`config.mk`:
```
export PLATFORM = sky130hd
export DESIGN_NAME = icache_refill_ctrl
export DESIGN_NICKNAME = d
export VERILOG_FILES = /design/src/rtl/icache_refill_ctrl_pkg.sv /design/src/rtl/icache_refill_ctrl_line_assembler.sv /design/src/rtl/icache_refill_ctrl.sv
export SDC_FILE = /design/constraint.sdc
export NUM_CORES = 1
export LEC_CHECK = 0
export ABC_AREA = 1
export CORE_MARGIN = 2
export CORE_UTILIZATION = 50
export CTS_BUF_LIST = sky130_fd_sc_hd__clkbuf_2 sky130_fd_sc_hd__clkbuf_4 sky130_fd_sc_hd__clkbuf_8
export DETAILED_ROUTE_END_ITERATION = 8
export PLACE_DENSITY_LB_ADDON = 0.2
export SLEW_MARGIN = 20
export SYNTH_ARGS = -nofsm -noshare
export SYNTH_HDL_FRONTEND = slang
export SYNTH_HIERARCHICAL = 1
export SYNTH_SLANG_ARGS = --single-unit
export TNS_END_PERCENT = 100
```
`constraint.sdc`:
```
create_clock -name clk_i -period 2.2 [get_ports clk_i]
set_input_delay 0.44 -clock clk_i [delete_from_list [all_inputs] [get_ports clk_i]]
set_output_delay 0.44 -clock clk_i [all_outputs]
set_load 0.1 [all_outputs]
```
`src/rtl/icache_refill_ctrl_pkg.sv`:
```
// Shared geometry constants and controller state type for the I-cache refill sequencer.
// Line geometry is fixed by the cache: 4 words of 32 bits, 16-byte lines.
package icache_refill_ctrl_pkg;

    localparam int unsigned CACHE_WORD_W     = 32;
    localparam int unsigned CACHE_LINE_WORDS = 4;
    localparam int unsigned CACHE_LINE_LEN   = 16;
    localparam int unsigned CACHE_LINE_OFF   = 4;
    localparam int unsigned BEAT_W           = 2;

    typedef enum logic [1:0] {
        StIdle  = 2'd0,
        StFetch = 2'd1,
        StFill  = 2'd2
    } state_e;

endpackage

```
`src/rtl/icache_refill_ctrl_line_assembler.sv`:
```
// Collects refill beats into a full cache line; each strobed word lands in the
// slot selected by its beat index, and the other slots keep their contents.
module icache_refill_ctrl_line_assembler
    import icache_refill_ctrl_pkg::*;
#(
    parameter int unsigned LINE_W = 128
) (
    input  logic                    clk_i,
    input  logic                    rst_ni,
    input  logic [BEAT_W-1:0]       beat_i,
    input  logic                    strobe_i,
    input  logic [CACHE_WORD_W-1:0] data_i,
    output logic [LINE_W-1:0]       line_o
);

    logic [LINE_W-1:0] line_q, line_d;

    always_comb begin
        line_d = line_q;
        for (int unsigned k = 0; k < CACHE_LINE_WORDS; k++) begin
            if (strobe_i && (beat_i == BEAT_W'(k))) begin
                line_d[k*CACHE_WORD_W +: CACHE_WORD_W] = data_i;
            end
        end
    end

    always_ff @(posedge clk_i or negedge rst_ni) begin
        if (!rst_ni) begin
            line_q <= '0;
        end else begin
            line_q <= line_d;
        end
    end

    assign line_o = line_q;

endmodule

```
`src/rtl/icache_refill_ctrl.sv`:
```
// I-cache miss sequencer: stalls fetch on a miss, reads the line in four in-order
// beats, then strobes the assembled line into the cache for one cycle.
module icache_refill_ctrl
    import icache_refill_ctrl_pkg::*;
#(
    parameter int unsigned ADDR_W     = 32,
    parameter int unsigned LINE_WORDS = 4,
    parameter int unsigned LINE_W     = 128,
    parameter int unsigned CNT_W      = 32
) (
    input  logic                    clk_i,
    input  logic                    rst_ni,
    input  logic                    fetch_req_i,
    input  logic [ADDR_W-1:0]       paddr_i,
    input  logic                    hit_i,
    output logic                    stall_o,
    output logic [LINE_W-1:0]       new_val_o,
    output logic                    wen_o,
    output logic                    mem_req_o,
    output logic [ADDR_W-1:0]       mem_addr_o,
    input  logic                    mem_ack_i,
    input  logic [CACHE_WORD_W-1:0] mem_data_i,
    output logic [CNT_W-1:0]        miss_cnt_o
);

    localparam int unsigned LA_W = ADDR_W - CACHE_LINE_OFF;

    state_e              state_q, state_d;
    logic [BEAT_W-1:0]   beat_q, beat_d;
    logic [LA_W-1:0]     line_addr_q, line_addr_d;
    logic                mem_req_q, mem_req_d;
    logic [ADDR_W-1:0]   mem_addr_q, mem_addr_d;
    logic [CNT_W-1:0]    miss_cnt_q, miss_cnt_d;
    logic                miss;
    logic                strobe;
    logic [BEAT_W-1:0]   beat_inc;
    logic                unused_paddr;

    assign miss         = fetch_req_i & ~hit_i;
    assign beat_inc     = beat_q + 1'b1;
    assign unused_paddr = ^paddr_i[CACHE_LINE_OFF-1:0];

    always_comb begin
        state_d     = state_q;
        beat_d      = beat_q;
        line_addr_d = line_addr_q;
        mem_req_d   = mem_req_q;
        mem_addr_d  = mem_addr_q;
        miss_cnt_d  = miss_cnt_q;
        strobe      = 1'b0;
        unique case (state_q)
            StIdle: begin
                if (miss) begin
                    line_addr_d = paddr_i[ADDR_W-1:CACHE_LINE_OFF];
                    beat_d      = '0;
                    miss_cnt_d  = miss_cnt_q + CNT_W'(1);
                    mem_req_d   = 1'b1;
                    mem_addr_d  = {paddr_i[ADDR_W-1:CACHE_LINE_OFF], {BEAT_W{1'b0}}, 2'b00};
                    state_d     = StFetch;
                end
            end
            StFetch: begin
                // Request and address stay frozen until the memory acknowledges the beat.
                if (mem_ack_i) begin
                    strobe = 1'b1;
                    beat_d = beat_inc;
                    if (beat_q == BEAT_W'(LINE_WORDS - 1)) begin
                        mem_req_d = 1'b0;
                        state_d   = StFill;
                    end else begin
                        mem_addr_d = {line_addr_q, beat_inc, 2'b00};
                    end
                end
            end
            StFill: begin
                state_d = StIdle;
            end
            default: begin
                state_d = StIdle;
            end
        endcase
    end

    always_ff @(posedge clk_i or negedge rst_ni) begin
        if (!rst_ni) begin
            state_q     <= StIdle;
            beat_q      <= '0;
            line_addr_q <= '0;
            mem_req_q   <= 1'b0;
            mem_addr_q  <= '0;
            miss_cnt_q  <= '0;
        end else begin
            state_q     <= state_d;
            beat_q      <= beat_d;
            line_addr_q <= line_addr_d;
            mem_req_q   <= mem_req_d;
            mem_addr_q  <= mem_addr_d;
            miss_cnt_q  <= miss_cnt_d;
        end
    end

    icache_refill_ctrl_line_assembler #(
        .LINE_W (LINE_W)
    ) u_line_assembler (
        .clk_i    (clk_i),
        .rst_ni   (rst_ni),
        .beat_i   (beat_q),
        .strobe_i (strobe),
        .data_i   (mem_data_i),
        .line_o   (new_val_o)
    );

    // The missing fetch must not be consumed, so stall reacts in the detect cycle.
    assign stall_o    = (state_q != StIdle) | miss;
    assign wen_o      = (state_q == StFill);
    assign mem_req_o  = mem_req_q;
    assign mem_addr_o = mem_addr_q;
    assign miss_cnt_o = miss_cnt_q;

endmodule

```
* Word-level counts from Yosys, hierarchy flattened *
Cells that the tools add are included.

word-level totals
  register bits = 225
  bits in latches = 0
  RAM bits = 0
  ROM bits = 0
  input port bits = 69
  output and inout port bits = 195
  logic and storage cells = 54
  memories = 0

cells by class
  add/subtract/negate cells = 2
  multiply operators = 0
  divide/modulo/power cells = 0
  magnitude comparators = 0
  eq/ne operators = 9
  shift operators = 0
  multiplexer cells = 17
  bitwise operators = 3
  reduce and logical (&&, ||, !) cells = 13

operators with widths
  cell                     number
  $mux W32                 3
  $pmux W32 S2             1
  $add A32 B1 Y32 const B  1
  $mux W2                  5
  $ne A2 B2 Y1 const B     4
  $pmux W2 S2              2
  $reduce_and A4 Y1        2
  $eq A2 B2 Y1 const B     3
  $reduce_and A3 Y1        2
  $mux W1                  5
  $eq A2 B1 Y1 const B     2
  $logic_and A1 B1 Y1      4
  $logic_not A2 Y1         2
  $reduce_bool A2 Y1       2
  $add A2 B1 Y2 const B    1
  $pmux W1 S2              1
  $reduce_and A2 Y1        1
  $and A1 B1 Y1            1
  $not A1 Y1               1
  $or A1 B1 Y1             1

* Depth between registers and ports, before layout *
  word-level depth = 4
  mapped depth = 10
  gate-level depth less buffers = 8

* Modules after synthesis *
Netlist, hierarchy kept.

modules (own cells, without submodules)
  module                             instances  cells an instance  area an instance (µm²)  sequential area each (µm²)
  icache_refill_ctrl_line_assembler  1          569                5188.7                  3203.1
  icache_refill_ctrl                 1          604                4610.7                  2377.3

* Worst setup path before layout *
No wires, ideal clock.

  path type = register to output
  from = register state_q[1]
  to = output port wen_o
  arrival = 1.820 ns
  data required time = 1.760 ns
  slack = -0.060 ns
  stages on the path, launching flop included = 3
  path buffers = 0
  cells stage by stage = dfrtp_1 -> inv_2 -> nor2_1

between the ends
  longest elaborated chain between the ends = 1

ends and longest elaborated chain
  what                    RTL line                   source
  start, declared         icache_refill_ctrl.sv:28   state_e state_q, state_d;
  start signal, assigned  icache_refill_ctrl.sv:86   state_q <= StIdle;
  start signal, assigned  icache_refill_ctrl.sv:93   state_q <= state_d;
  $eq A2 B2 Y1            icache_refill_ctrl.sv:115  assign wen_o = (state_q == StFill);
  end, declared           icache_refill_ctrl.sv:18   output logic wen_o,

No other way between the ends.

* Final worst setup path *
  from = register state_q[1]
  to = output port stall_o

between the ends
  longest elaborated chain between the ends = 2

ends and longest elaborated chain
  what                RTL line                   source
  $reduce_bool A2 Y1  icache_refill_ctrl.sv:114  assign stall_o = (state_q != StIdle) | miss;
  $or A1 B1 Y1        icache_refill_ctrl.sv:114
  end, declared       icache_refill_ctrl.sv:16   output logic stall_o,

No other way between the ends.

==> qor.yml <==
cells_and_area:
  area.growth.synth_to_final_pct: 33.8
  fillers: 1610
  instances_no_fill: 1736
  nNetsFinal: 1514
  design_area_mm2: 0.0131
  post-route-util_pct: 67.8
  multi_input_area_mm2: 0.00362
  diodes: 0
  seq_area_mm2: 0.00558
  drive_above_1_share_pct: 21.7
placed_design:
  dp_hpwl_um: 19000
  gp_congestion: 0.865
  placed_cells: 1667
  numPortBuffers: 257
  detailed_place.area_mm2: 0.0123
detailed_routing:
  drt-met1-wl_um: 12000
  vias: 8997
  viasPerCell: 5.18
  first_pass_iters: 6
  finalWirelength_um: 27900
  maxUsedRoutingLayer: "met4"
  wire_per_inst_um: 16.1
  antenna_left: 0
  met3_length_um: 2080
  wl_met2_um: 12700
  drtIter0Drc: 699
  drc_errors: 0
timing:
  skew_ns: 0.0201
  slew_viol_final: 0
  rsz0062_at_grt: "no"
  finalHoldViolCount: 0
  fin_crit_sh_pct: 89.5
  fin_tns_setup_ns: 0
  setup_violations: 0
  fmax_mhz: 508
  relSlewSlack_pct: 62.4
  min_period_ns: 1.97
  worst_slew_pin_slew_ns: 0.564
logic_synthesis:
  yosysWarningCount: 6
  ys_ff_latch: 223
  synth.cell_area_mm2: 0.00980
  syn_area_per_cell_um2: 8.35
  synthDistinctLibCells: 27
  synth-seq-area-share_pct: 56.9
  postSynthCellCount: 1173
global_routing:
  track_usage_pct: 27.0
  grt_max_degree: 67
  globalRoute.totalOverflow: 0
  grt_pass1_vias: 8501
  grt_pass1_wl_um: 44300
  antenna_found_initial: 0
clocking:
  cts_buffers: 38
  cts_sinks: 223
  cts-resized-gates: 0
  clkLatencyLatePin_ns: 0.52
  cts-htree-levels: 2
  cts_root_buf: "clkbuf_8"
  clock_path_buffers: 3
  clkSlewWorstSetupHoldPaths_ns: 0.06
  cts_tree: "done"
  cts_setup_buffers: 0
setup_path:
  cp.required_ns: 1.76
  arrival_ns: 1.53
  cp-end-kind: "output pin"
  crit_type: "reg -> out"
  critPathLaunchType: "register"
  critPathMaxFanout: 4
floorplanning:
  dieArea_mm2: 0.0207
  num_rows: 51
  pin_count: 264
  start_util_pct: 50.7
  dieHeight_um: 144
  die_w_um: 144
  fp.coreArea_mm2: 0.0193
hold_path:
  min_path_type: "in -> async"
status:
  outcome: "complete, no violations"
flow_run:
  cap_violations: 0
[registers in the layout, indices dropped and copies added (netlist names)]
name,flops
beat_q,2
line_addr_q,28
mem_addr_o,30
mem_req_o,1
miss_cnt_o,32
state_q,2
u_line_assembler/line_o,128
[worst max-delay path, cell delays in order (launching register included)]
cell and delay, ns:
dfrtp_1 0.46, nor2_2 0.21, nand2_2 0.14, buf_12 0.19
[worst paths after layout]
check / from / slack, ns / to / depth (start not counted)
max reg2reg: miss_cnt_o[1] / 0.46 / miss_cnt_o[24] / 8
min: rst_ni / 0.46 / miss_cnt_o[21] / 2
max in group asynchronous: rst_ni / 1.01 / miss_cnt_o[14] / 3
min reg2reg: u_line_assembler/line_o[19] / 0.47 / u_line_assembler/line_o[19] / 2
max: state_q[1] / 0.23 / stall_o / 3
min in group clk_i: u_line_assembler/line_o[19] / 0.47 / u_line_assembler/line_o[19] / 2
[kinds of logic after synthesis]
family,after synthesis,synth area share [%]
buffers and inverters,143,6.24
other,1,0.0383
adders and majority gates,2,0.255
AOI/OAI and AO/OA,64,3.27
xor gates and xnor gates,10,0.894
DFF,223,56.9
and+or+nand+nor,730,32.4
[repair_timing]
action,CTS,global route
hold endpoints to repair,58,0
setup endpoints to repair,0,0
hold buffers,1,0
[synthesized netlist by cell type]
cell	instances	share of area [%]
nand4_1	106	6.8
nand4_4	1	0.22
clkbuf_1	22	0.84
nand3b_1	5	0.38
nor2_8	1	0.20
o21ai_0	57	2.9
nor2_2	4	0.26
o21ai_1	6	0.31
dfrtp_1	223	57
inv_2	4	0.15
buf_4	2	0.15
buf_2	41	2.1
inv_1	70	2.7
buf_6	2	0.23
buf_1	1	0.038
nand2_1	496	19
a21oi_1	1	0.051
conb_1	1	0.038
nand2_2	1	0.064
nor2_4	2	0.23
nand3_1	67	3.4
nor2_1	46	1.8
clkbuf_2	1	0.051
xor2_1	2	0.18
nor3_1	1	0.051
ha_1	2	0.26
xnor2_1	8	0.72
[per-layer routing]
layer	track usage, %	vias to the layer above
met3	5.50	62
met4	11.4	0
li1	-	4345
met2	41.2	343
met1	37.8	4247
met5	0	-
[final cells by class]
class / instances / share of cell area (%)
clock buffer: 66 / 6.16
tap: 265 / 2.53
inverter: 74 / 2.12
timing repair buffer: 298 / 18.9
multi-input combinational: 808 / 27.6
sequential: 223 / 42.6
clock inverter: 2 / 0.0954
[stage by stage]
| stage | worst slack [ns] | hold slack, ns |
|---|---|---|
| 5_1_grt | 0.146 | 0.484 |
| 2_1_floorplan | 0.0779 | 0.144 |
| 3_3_place_gp | 0.212 | 0.438 |
| 3_5_place_dp | 0.193 | 0.436 |
| 6_report | 0.230 | 0.463 |
| 4_1_cts | 0.181 | 0.474 |
[layout by cell type, fill, tap and decap left out, types with 2 or more instances in the layout]
master / n
nand4_1: 106
buf_12: 6
o21ai_0: 57
inv_2: 4
nand3b_1: 5
inv_1: 70
nor2_2: 5
xnor2_1: 8
dfrtp_2: 2
ha_1: 2
nor2_1: 44
o21ai_1: 6
nand3_1: 67
conb_1: 2
nor2_4: 3
xor2_1: 2
clkbuf_4: 16
clkdlybuf4s50_1: 63
dfrtp_1: 221
buf_4: 227
nand2_1: 496
clkbuf_8: 50
Power is left out: the tool's default activity adds up to more than one toggle a clock period on the data nets, which glitch-free logic cannot reach.
